--- config.mk ---
export PLATFORM = sky130hd
export DESIGN_NAME = sfx_scheduler
export DESIGN_NICKNAME = d
export VERILOG_FILES = /design/src/rtl/sfx_pkg.sv /design/src/rtl/sfx_voice.sv /design/src/rtl/sfx_scheduler.sv
export SDC_FILE = /design/constraint.sdc
export NUM_CORES = 1
export LEC_CHECK = 0
export ABC_AREA = 1
export BUFFER_PORTS_ARGS = -buffer_cell sky130_fd_sc_hd__buf_4
export CAP_MARGIN = 20
export CORE_ASPECT_RATIO = 1.5
export CORE_MARGIN = 4
export CORE_UTILIZATION = 40
export DETAILED_ROUTE_END_ITERATION = 10
export MAX_ROUTING_LAYER = met4
export PLACE_DENSITY = 0.52
export SLEW_MARGIN = 10
export SYNTH_ARGS = -nofsm -noshare
export SYNTH_HDL_FRONTEND = slang
export SYNTH_SLANG_ARGS = --single-unit
--- constraint.sdc ---
create_clock -name clk -period 2.4 [get_ports clk]
set_input_delay 0.12 -clock clk [delete_from_list [all_inputs] [get_ports clk]]
set_output_delay 0.12 -clock clk [all_outputs]
set_load 0.02 [all_outputs]
--- src/rtl/sfx_pkg.sv ---
// Shared definitions for the multi-voice sound-effect scheduler:
// sequencer states, register map and CTRL bit positions.
package sfx_pkg;

    typedef enum logic [2:0] {
        ST_IDLE,
        ST_FETCH,
        ST_WAIT,
        ST_ACCUM,
        ST_OUT
    } state_e;

    localparam logic [1:0] REG_START   = 2'd0;
    localparam logic [1:0] REG_LEN     = 2'd1;
    localparam logic [1:0] REG_CTRL    = 2'd2;
    localparam logic [1:0] REG_IRQ_CLR = 2'd3;

    localparam int CTRL_GO   = 0;
    localparam int CTRL_LOOP = 1;
    localparam int CTRL_STOP = 2;

    // Clamp a wide signed mix into the 16-bit signed output range.
    function automatic logic [15:0] sat16(input int value);
        if (value > 32767) begin
            return 16'h7FFF;
        end else if (value < -32768) begin
            return 16'h8000;
        end else begin
            return value[15:0];
        end
    endfunction

endpackage

--- src/rtl/sfx_voice.sv ---
// One playback voice: START/LEN/LOOP registers, play position, active/done
// flags and the GO/STOP commands held until the sequencer is idle.
module sfx_voice
    import sfx_pkg::*;
#(
    parameter int ADDR_W = 15
) (
    input  logic              clk,
    input  logic              reset,
    input  logic              wr_en_i,
    input  logic [1:0]        wr_reg_i,
    input  logic [15:0]       wr_data_i,
    input  logic              apply_i,
    input  logic              step_i,
    output logic [ADDR_W-1:0] addr_o,
    output logic              active_o,
    output logic              done_o
);

    logic [ADDR_W-1:0] start_q, start_d;
    logic [15:0]       len_q, len_d;
    logic [15:0]       pos_q, pos_d;
    logic              loop_q, loop_d;
    logic              active_q, active_d;
    logic              done_q, done_d;
    logic              pend_go_q, pend_go_d;
    logic              pend_stop_q, pend_stop_d;
    logic              last_sample;

    assign last_sample = (pos_q == len_q - 16'd1);

    // NOTE: every _d gets its _q value first so no path leaves a variable
    // unassigned, which would otherwise infer a latch.
    always_comb begin
        start_d     = start_q;
        len_d       = len_q;
        pos_d       = pos_q;
        loop_d      = loop_q;
        active_d    = active_q;
        done_d      = done_q;
        pend_go_d   = pend_go_q;
        pend_stop_d = pend_stop_q;

        if (wr_en_i && wr_reg_i == REG_START) begin
            start_d = wr_data_i[ADDR_W-1:0];
        end
        if (wr_en_i && wr_reg_i == REG_LEN) begin
            len_d = wr_data_i;
        end

        // STOP has priority over GO; GO on an empty sound is dropped.
        if (apply_i) begin
            pend_go_d   = 1'b0;
            pend_stop_d = 1'b0;
            if (pend_stop_q) begin
                active_d = 1'b0;
            end else if (pend_go_q && len_q != 16'd0) begin
                active_d = 1'b1;
                pos_d    = 16'd0;
            end
        end

        // A command arriving in the same cycle as the apply is kept for later.
        if (wr_en_i && wr_reg_i == REG_CTRL) begin
            loop_d      = wr_data_i[CTRL_LOOP];
            pend_go_d   = pend_go_d | wr_data_i[CTRL_GO];
            pend_stop_d = pend_stop_d | wr_data_i[CTRL_STOP];
        end

        if (wr_en_i && wr_reg_i == REG_IRQ_CLR) begin
            done_d = 1'b0;
        end

        if (step_i) begin
            if (last_sample) begin
                if (loop_q) begin
                    pos_d = 16'd0;
                end else begin
                    active_d = 1'b0;
                    done_d   = 1'b1;
                end
            end else begin
                pos_d = pos_q + 16'd1;
            end
        end
    end

    // NOTE: state registers use non-blocking assignments so every flop
    // samples the pre-edge values regardless of statement order.
    always_ff @(posedge clk) begin
        if (reset) begin
            start_q     <= '0;
            len_q       <= '0;
            pos_q       <= '0;
            loop_q      <= 1'b0;
            active_q    <= 1'b0;
            done_q      <= 1'b0;
            pend_go_q   <= 1'b0;
            pend_stop_q <= 1'b0;
        end else begin
            start_q     <= start_d;
            len_q       <= len_d;
            pos_q       <= pos_d;
            loop_q      <= loop_d;
            active_q    <= active_d;
            done_q      <= done_d;
            pend_go_q   <= pend_go_d;
            pend_stop_q <= pend_stop_d;
        end
    end

    assign addr_o   = start_q + pos_q[ADDR_W-1:0];
    assign active_o = active_q;
    assign done_o   = done_q;

endmodule

--- src/rtl/sfx_scheduler.sv ---
// Sound-effect scheduler top: per-sample walk over the voices, shared ROM
// address mux, saturating mixer and register-write decode.
module sfx_scheduler
    import sfx_pkg::*;
#(
    parameter int NUM_VOICES  = 4,
    parameter int ADDR_W      = 15,
    parameter int ROM_LATENCY = 2
) (
    input  logic                            clk,
    input  logic                            reset,
    input  logic                            chipselect,
    input  logic                            write,
    input  logic [$clog2(NUM_VOICES)+1:0]   address,
    input  logic [15:0]                     writedata,
    output logic                            irq,
    input  logic                            sample_req,
    output logic [ADDR_W-1:0]               rom_addr,
    input  logic [15:0]                     rom_q,
    output logic [15:0]                     audio_output,
    output logic [NUM_VOICES-1:0]           voice_active
);

    localparam int VW    = $clog2(NUM_VOICES);
    localparam int ACC_W = 16 + VW;

    state_e                   state_q, state_d;
    logic [VW-1:0]            v_q, v_d;
    logic [7:0]               wait_cnt_q, wait_cnt_d;
    logic signed [ACC_W-1:0]  acc_q, acc_d;
    logic [15:0]              audio_q, audio_d;
    logic [ADDR_W-1:0]        rom_addr_q, rom_addr_d;

    logic [ADDR_W-1:0]        voice_addr [NUM_VOICES];
    logic [NUM_VOICES-1:0]    active;
    logic [NUM_VOICES-1:0]    done;
    logic                     wr_en;
    logic [VW-1:0]            wr_voice;
    logic [1:0]               wr_reg;
    logic                     last_voice;

    assign wr_en      = chipselect && write;
    assign wr_voice   = address[VW+1:2];
    assign wr_reg     = address[1:0];
    assign last_voice = (v_q == VW'(NUM_VOICES - 1));

    for (genvar g = 0; g < NUM_VOICES; g++) begin : g_voice
        sfx_voice #(
            .ADDR_W (ADDR_W)
        ) u_voice (
            .clk       (clk),
            .reset     (reset),
            .wr_en_i   (wr_en && wr_voice == VW'(g)),
            .wr_reg_i  (wr_reg),
            .wr_data_i (writedata),
            .apply_i   (state_q == ST_IDLE),
            .step_i    (state_q == ST_ACCUM && v_q == VW'(g)),
            .addr_o    (voice_addr[g]),
            .active_o  (active[g]),
            .done_o    (done[g])
        );
    end

    always_comb begin
        state_d    = state_q;
        v_d        = v_q;
        wait_cnt_d = wait_cnt_q;
        acc_d      = acc_q;
        audio_d    = audio_q;
        rom_addr_d = rom_addr_q;

        unique case (state_q)
            ST_IDLE: begin
                if (sample_req) begin
                    acc_d   = '0;
                    v_d     = '0;
                    state_d = ST_FETCH;
                end
            end
            ST_FETCH: begin
                if (active[v_q]) begin
                    rom_addr_d = voice_addr[v_q];
                    wait_cnt_d = '0;
                    state_d    = (ROM_LATENCY > 1) ? ST_WAIT : ST_ACCUM;
                end else if (last_voice) begin
                    state_d = ST_OUT;
                end else begin
                    v_d = v_q + 1'b1;
                end
            end
            ST_WAIT: begin
                if (wait_cnt_q == 8'(ROM_LATENCY - 2)) begin
                    state_d = ST_ACCUM;
                end else begin
                    wait_cnt_d = wait_cnt_q + 8'd1;
                end
            end
            ST_ACCUM: begin
                acc_d = acc_q + {{VW{rom_q[15]}}, rom_q};
                if (last_voice) begin
                    state_d = ST_OUT;
                end else begin
                    v_d     = v_q + 1'b1;
                    state_d = ST_FETCH;
                end
            end
            ST_OUT: begin
                audio_d = sat16(int'(acc_q));
                state_d = ST_IDLE;
            end
            default: begin
                state_d = ST_IDLE;
            end
        endcase
    end

    always_ff @(posedge clk) begin
        if (reset) begin
            state_q    <= ST_IDLE;
            v_q        <= '0;
            wait_cnt_q <= '0;
            acc_q      <= '0;
            audio_q    <= '0;
            rom_addr_q <= '0;
        end else begin
            state_q    <= state_d;
            v_q        <= v_d;
            wait_cnt_q <= wait_cnt_d;
            acc_q      <= acc_d;
            audio_q    <= audio_d;
            rom_addr_q <= rom_addr_d;
        end
    end

    // The ROM sees the fetch address during FETCH itself, so the word is
    // ready exactly when ACCUM samples rom_q.
    assign rom_addr     = rom_addr_d;
    assign audio_output = audio_q;
    assign irq          = |done;
    assign voice_active = active;

endmodule

* Word-level counts from Yosys, hierarchy flattened
Index checks and enable logic that the tools add are counted.
Storage, ports and cells: register bits after elaboration 270, logic and storage cells 239
Cells by class: $add $sub $neg 15, order comparisons 4, equal/unequal tests 23, multiplexer cells 104, bitwise logic cells 9, reductions and logical operators 46
Operators with widths (count):
- two-way mux 16 bit | 26
- adder 16 x 1 -> 16 bit, second input constant | 4
- == test 16 bit | 4
- nonzero test 16 bit | 4
- subtractor 16 x 1 -> 16 bit, second input constant | 4
- adder 15 bit | 4
- two-way mux 15 bit | 4
- two-way mux 1 bit | 57
- case mux 18 bit (2 select lines) | 1
- binary-select mux 15 bit (select 2 bit) | 1
- logical AND 1 bit | 29
- adder 18 bit | 1
- greater-than comparator 18 x 16 -> 1 bit, second input constant | 1
- < comparator 18 x 16 -> 1 bit, second input constant | 1
- two-way mux 18 bit | 1
- two-way mux 8 bit | 2
- case mux 8 bit (2 select lines) | 1
- two-way mux 3 bit | 5
- == test 2 bit, second input constant | 6
- case mux 3 bit (4 select lines) | 1
- != test 2 bit, second input constant | 5
- AND reduction 3 bit | 3
- adder 8 x 1 -> 8 bit, second input constant | 1
- logical NOT 8 bit | 1
- 19 further kinds | 34

* Depth between registers and ports, before layout
depth after elaboration 8, gate-level depth with buffers 17, gate-level depth less buffers 17

* By module
From an unflattened synthesis, not the netlist that was laid out.
Unflattened totals: cell total of the unflattened synthesis 2997, area, all modules 19678.9 um^2
Modules (own cells, without submodules):
- sfx_voice (g_voice[0].u_voice ...) | times used 2, cells each 625, area each 4023.9 um^2
- sfx_scheduler | times used 1, cells each 596, area each 4012.6 um^2
- sfx_voice (g_voice[3].u_voice) | times used 1, cells each 571, area each 3843.7 um^2
- sfx_voice (g_voice[2].u_voice) | times used 1, cells each 580, area each 3774.9 um^2

* Worst setup path before layout
Ideal clock, no wire load.
path type reg-to-output, from register g_voice[1].u_voice.pos_q[0], to output port rom_addr[14], arrival time 2131 ps, path slack 149 ps, cell stages (with the launch flop) 15, path through dfxtp_1 > ha_1 > inv_1 > fa_1 > inv_1 > nand2_1 > o21ai_0 > nand2_1 > nand2_1 > nand3_1 > nand3_1 > nand3_1 > nand3_1 > nand3_1 > nand2_1
Between the ends: cells in the longest elaborated chain, start to end 6
RTL lines:
- from (decl) | RTL line sfx_voice.sv:22 | logic [15:0] pos_q, pos_d;
- from (signal assigned) | RTL line sfx_voice.sv:103 | pos_q <= pos_d;
- adder 15 bit | RTL line sfx_voice.sv:112 | assign addr_o = start_q + pos_q[ADDR_W-1:0];
- binary-select mux 15 bit (select 2 bit) | RTL line sfx_scheduler.sv:82 | rom_addr_d = voice_addr[v_q];
- two-way mux 15 bit (not written as such) (2 in series) | RTL line sfx_scheduler.sv:82
- two-way mux 15 bit | RTL line sfx_scheduler.sv:81 | if (active[v_q]) begin
- two-way mux 15 bit | RTL line sfx_scheduler.sv:72 | unique case (state_q)
- to (decl) | RTL line sfx_scheduler.sv:18 | output logic [ADDR_W-1:0] rom_addr,
No other way between the ends. The select of a mux whose other input is x is not followed.

* Worst setup path in the final report
from register g_voice[1].u_voice.start_q[0], to output port rom_addr[2]
Between the ends: cells in the longest elaborated chain, start to end 6
RTL lines:
- from (decl) | RTL line sfx_voice.sv:20 | logic [ADDR_W-1:0] start_q, start_d;
- from (signal assigned) | RTL line sfx_voice.sv:101 | start_q <= start_d;
- adder 15 bit | RTL line sfx_voice.sv:112
- binary-select mux 15 bit (select 2 bit) | RTL line sfx_scheduler.sv:82
- two-way mux 15 bit (not written as such) (2 in series) | RTL line sfx_scheduler.sv:82
- two-way mux 15 bit | RTL line sfx_scheduler.sv:81
- two-way mux 15 bit | RTL line sfx_scheduler.sv:72
No other way between the ends. The select of a mux whose other input is x is not followed.

==> summary.md <==
| Metric | Value |
|---|---|
| Synthesized flop and latch total | 270 |
| Placed Cells | 3861 |
| Via count | 21200 |
| Fmax | 0.362 GHz |
| Chip width | 190 µm |
| Avg WL per Cell | 18.9 µm |
| Routed Antenna Nets | 0 |
| Final hold vios | 0 |
| Net Count, Synth | 3253 |
| Worst Path Required | 2.28 ns |
| Setup_tns | -3.55 ns |
| Crit-path cells | ha_4 > inv_2 > fa_2 > buf_4 > buf_6 > xnor2_1 > o21ai_1 > a21oi_1 > or3_1 > o21ai_2 > inv_2 > buf_6 |
| Diodes inserted | 0 |
| Total CTS buffers | 31 |
| Pin count of the biggest net entering global routing | 171 |
| Routed vias/inst | 5.36 |
| Maxcap violations | 0 |
| Port buffer count | 76 |
| Global-route wire length before repair | 115000 µm |
| Number of global-route vias before repair | 20600 |
| Layout cells sized above 1 | 0.193 |
| Placer congestion estimate | 0.950 |
| Kind of critical path | reg2out |
| 1st-iter DRT viols | 1221 |
| Slew Limit Fails | 0 |
| CTS H-tree depth | 1 |
| Drt first pass iters | 5 |
| Post-synthesis simple-gate area fraction | 0.356 |
| Die area | 0.0532 mm² |
| GRT overflow | 0 |
| Pwr/cell area | 484 mW/mm² |
| Clock skew | 0.0316 ns |
| Post-synth EDFFs | 0 |
| DPL Wire Length | 54300 µm |
| I/O pins | 77 |
| Clock sink count | 270 |
| Violated checks | setup timing |
| Slowest cell on the critical path | or3_1 |
| Num rows | 99 |
| Final setup margin | -0.365 ns |
| RSZ-0062 raised after global routing | true |
| Post-synth top flop | dfxtp_1 |
| Asr flop ratio synth | 0 |
| Post-synthesis adder-cell area fraction | 0.0625 |
| Overall routing resource usage | 0.277 |
| Worst Path Max Fanout | 2 |
| Crit share post-route | 1.15 |
| LEAKAGE | 0.0108 µW |
| Main combinational cell family by area after synthesis | simple AND/OR/NAND/NOR gates |
| Hold WC Path Type | in2reg |
| Min Hold Slack | 0.0406 ns |
| Fillers | 5162 |
| Synthesized area per cell | 6.36 µm² |
| Final WL | 74600 µm |
| Compound-Gate Fraction of Synth Area | 0.168 |
| Slew @ Worst Pin | 1.30 ns |
| Synth Instances | 3116 |
| Yosys warning count | 0 |
| Antenna violations before repair | 1 |
| Layout Utilization | 0.500 |
| Pre-CTS setup slack | -0.0820 ns |
| Post-Layout Cell Count | 3958 |
| Clock Path Buffers | 3 |
| TritonCTS clock tree | yes |
| Unique cell type count in the Yosys netlist | 52 |
| Clk_lat worst skew | 0.60 ns |
| Fin crit period | 2.77 ns |
| CP startpoint kind | flip-flop |
| Relative slew slack | 0.133 |
| Initial Util | 0.406 |
| Worst-path clk slew | 0.06 ns |
| Crit path arrival time | 2.65 ns |
| Multiplexer area fraction after synthesis | 0 |
| Remaining DRCs | 0 |
| CORE AREA | 0.0488 mm² |
| Synth Cell Area | 0.0198 mm² |
| VDD IR max | 0.593 mV |
| Status | complete, but fails checks |
| Xor and xnor fraction of the mapped netlist area | 0.0517 |
| Worst Setup End Kind | output port |
| Sequential area share after synthesis | 0.273 |
| Die height | 281 µm |
| Root buf cell | clkbuf_16 |
| P&R area growth vs syn | 23.2% |
| Final setup fails | 14 |
| Worst path max stage delay | 0.36 ns |
| Nets | 3416 |
==> state kept, by name, indices dropped and copies added, names as in the netlist <==
signal / flops
g_voice.u_voice.pend_stop_q: 4
state_q: 3
g_voice.u_voice.pend_go_q: 4
g_voice.u_voice.active_o: 4
acc_q: 18
g_voice.u_voice.pos_q: 64
audio_output: 16
g_voice.u_voice.start_q: 60
g_voice.u_voice.loop_q: 4
g_voice.u_voice.done_o: 4
rom_addr_q: 15
wait_cnt_q: 8
g_voice.u_voice.len_q: 64
v_q: 2
==> cell families (layout without fill, tap and decap cells) <==
group,after synthesis,after routing
XOR/XNOR,117,117
buffers and inverters,446,629
flip-flops,270,270
AO/OA/AOI/OAI,594,594
adder cells (fa/ha/maj),96,96
AND/OR/NAND/NOR,1593,1596
==> power by group <==
group	leakage (µW)	switching (µW)	internal (µW)	total [µW]
Sequential	0.00219	79.9	4550	4630
Combinational	0.00807	1360	608	1970
Clock	0.000530	2100	3110	5210
Total	0.0108	3540	8270	11800
==> cell usage in the layout, fill, tap and decap left out, types with 7 or more instances in the layout <==
master	n
nand2_1	810
inv_1	291
a21oi_1	264
nor2_1	257
nand3_1	241
dfxtp_1	241
buf_4	200
o21ai_0	156
xor2_1	76
a21oi_2	56
ha_1	51
nand2_2	50
nand3_2	39
xnor2_1	37
nor2_2	32
clkbuf_16	32
a41oi_1	31
nor3_1	30
ha_4	30
a31oi_1	29
inv_2	27
nand4_1	26
dfxtp_2	26
nand3b_1	25
dlygate4sd3_1	24
nor2_4	19
buf_6	16
nand2_4	15
o21ai_1	13
ha_2	10
o21ai_2	9
and2_1	8
nor3_2	7
a21o_1	7
o21bai_1	7
nand3_4	7
or2_2	7
clkbuf_8	7
==> worst max-delay path, delay by kind of cell (launching register included) <==
kind / cells / cell delay (ns)
buf+inv: 5 / 0.50
compound gates: 3 / 0.27
simple gates: 1 / 0.36
flops: 1 / 0.35
fa+ha+maj: 2 / 0.48
xor+xnor: 1 / 0.11
==> routing by layer <==
| metal | vias up | GRT usage | wire [µm] |
|---|---|---|---|
| li1 | 10500 | - | - |
| met1 | 9916 | 0.323 | 30500 |
| met2 | 566 | 0.488 | 36700 |
| met3 | 168 | 0.0264 | 3470 |
| met4 | 0 | 0.119 | 3970 |
| met5 | - | - | 0 |
==> cells in the mapped netlist, types with 5 or more instances <==
cell type | number | share of area
a31oi_1 | 29 | 0.0092
a21oi_2 | 32 | 0.014
buf_4 | 5 | 0.0019
a41oi_1 | 31 | 0.014
dfxtp_1 | 270 | 0.27
nor3_1 | 34 | 0.0086
inv_1 | 300 | 0.057
buf_2 | 11 | 0.0028
nand2_2 | 29 | 0.0092
nand3_1 | 279 | 0.070
nand3_2 | 7 | 0.0035
o211ai_1 | 5 | 0.0019
fa_1 | 5 | 0.0051
nand2_1 | 838 | 0.16
inv_2 | 20 | 0.0038
nor2_8 | 5 | 0.0051
xor2_1 | 79 | 0.035
a21o_1 | 7 | 0.0027
clkbuf_1 | 90 | 0.017
o21bai_1 | 7 | 0.0027
a211oi_1 | 6 | 0.0023
nor2_4 | 10 | 0.0057
nor2_2 | 24 | 0.0076
ha_1 | 91 | 0.057
o21ai_0 | 177 | 0.045
xnor2_1 | 38 | 0.017
nor3b_1 | 6 | 0.0023
nand4_1 | 26 | 0.0082
buf_6 | 5 | 0.0028
nand2_4 | 7 | 0.0040
and2_1 | 9 | 0.0028
nor2_1 | 273 | 0.052
buf_1 | 8 | 0.0015
a21oi_1 | 289 | 0.073
nand3b_1 | 25 | 0.0095
clkinv_1 | 6 | 0.0011
or2_2 | 7 | 0.0022
==> through the flow <==
stage	area, µm²	power, µW
floorplan	19800	5800
global placement	21800	6470
detailed placement	21800	6480
CTS	23800	11800
global route	24400	12200
finish	24400	11800
==> layout make-up <==
class / instances / area (µm²) / area share
Multi-Input combinational cell: 2403 / 13700 / 0.563
Sequential cell: 270 / 5450 / 0.223
Timing Repair Buffer: 247 / 2070 / 0.0847
Inverter: 326 / 1230 / 0.0505
Clock inverter: 13 / 201 / 0.00825
Tap cell: 656 / 821 / 0.0336
Clock buffer: 43 / 891 / 0.0365
==> final timing paths <==
kind	cells after the start	slack [ns]	startpoint	end
max	12	-0.37	g_voice[1].u_voice.start_q[0]	rom_addr[2]
min reg2reg	2	0.46	audio_output[8]	audio_output[8]
min	5	0.04	address[3]	g_voice[1].u_voice.done_o
max reg2reg	15	0.15	g_voice[3].u_voice.start_q[0]	rom_addr_q[14]
==> timing repair <==
| action | CTS | global route |
|---|---|---|
| setup buffers | 6 | 7 |
| gates cloned | 0 | 4 |
| gates resized for setup | 148 | 138 |
| endpoints found under the setup margin | 28 | 86 |
| hold endpoints to repair | 118 | 0 |
| hold buffers | 24 | 0 |
| pin swaps | 26 | 35 |
(Power assumes the default switching activity.)
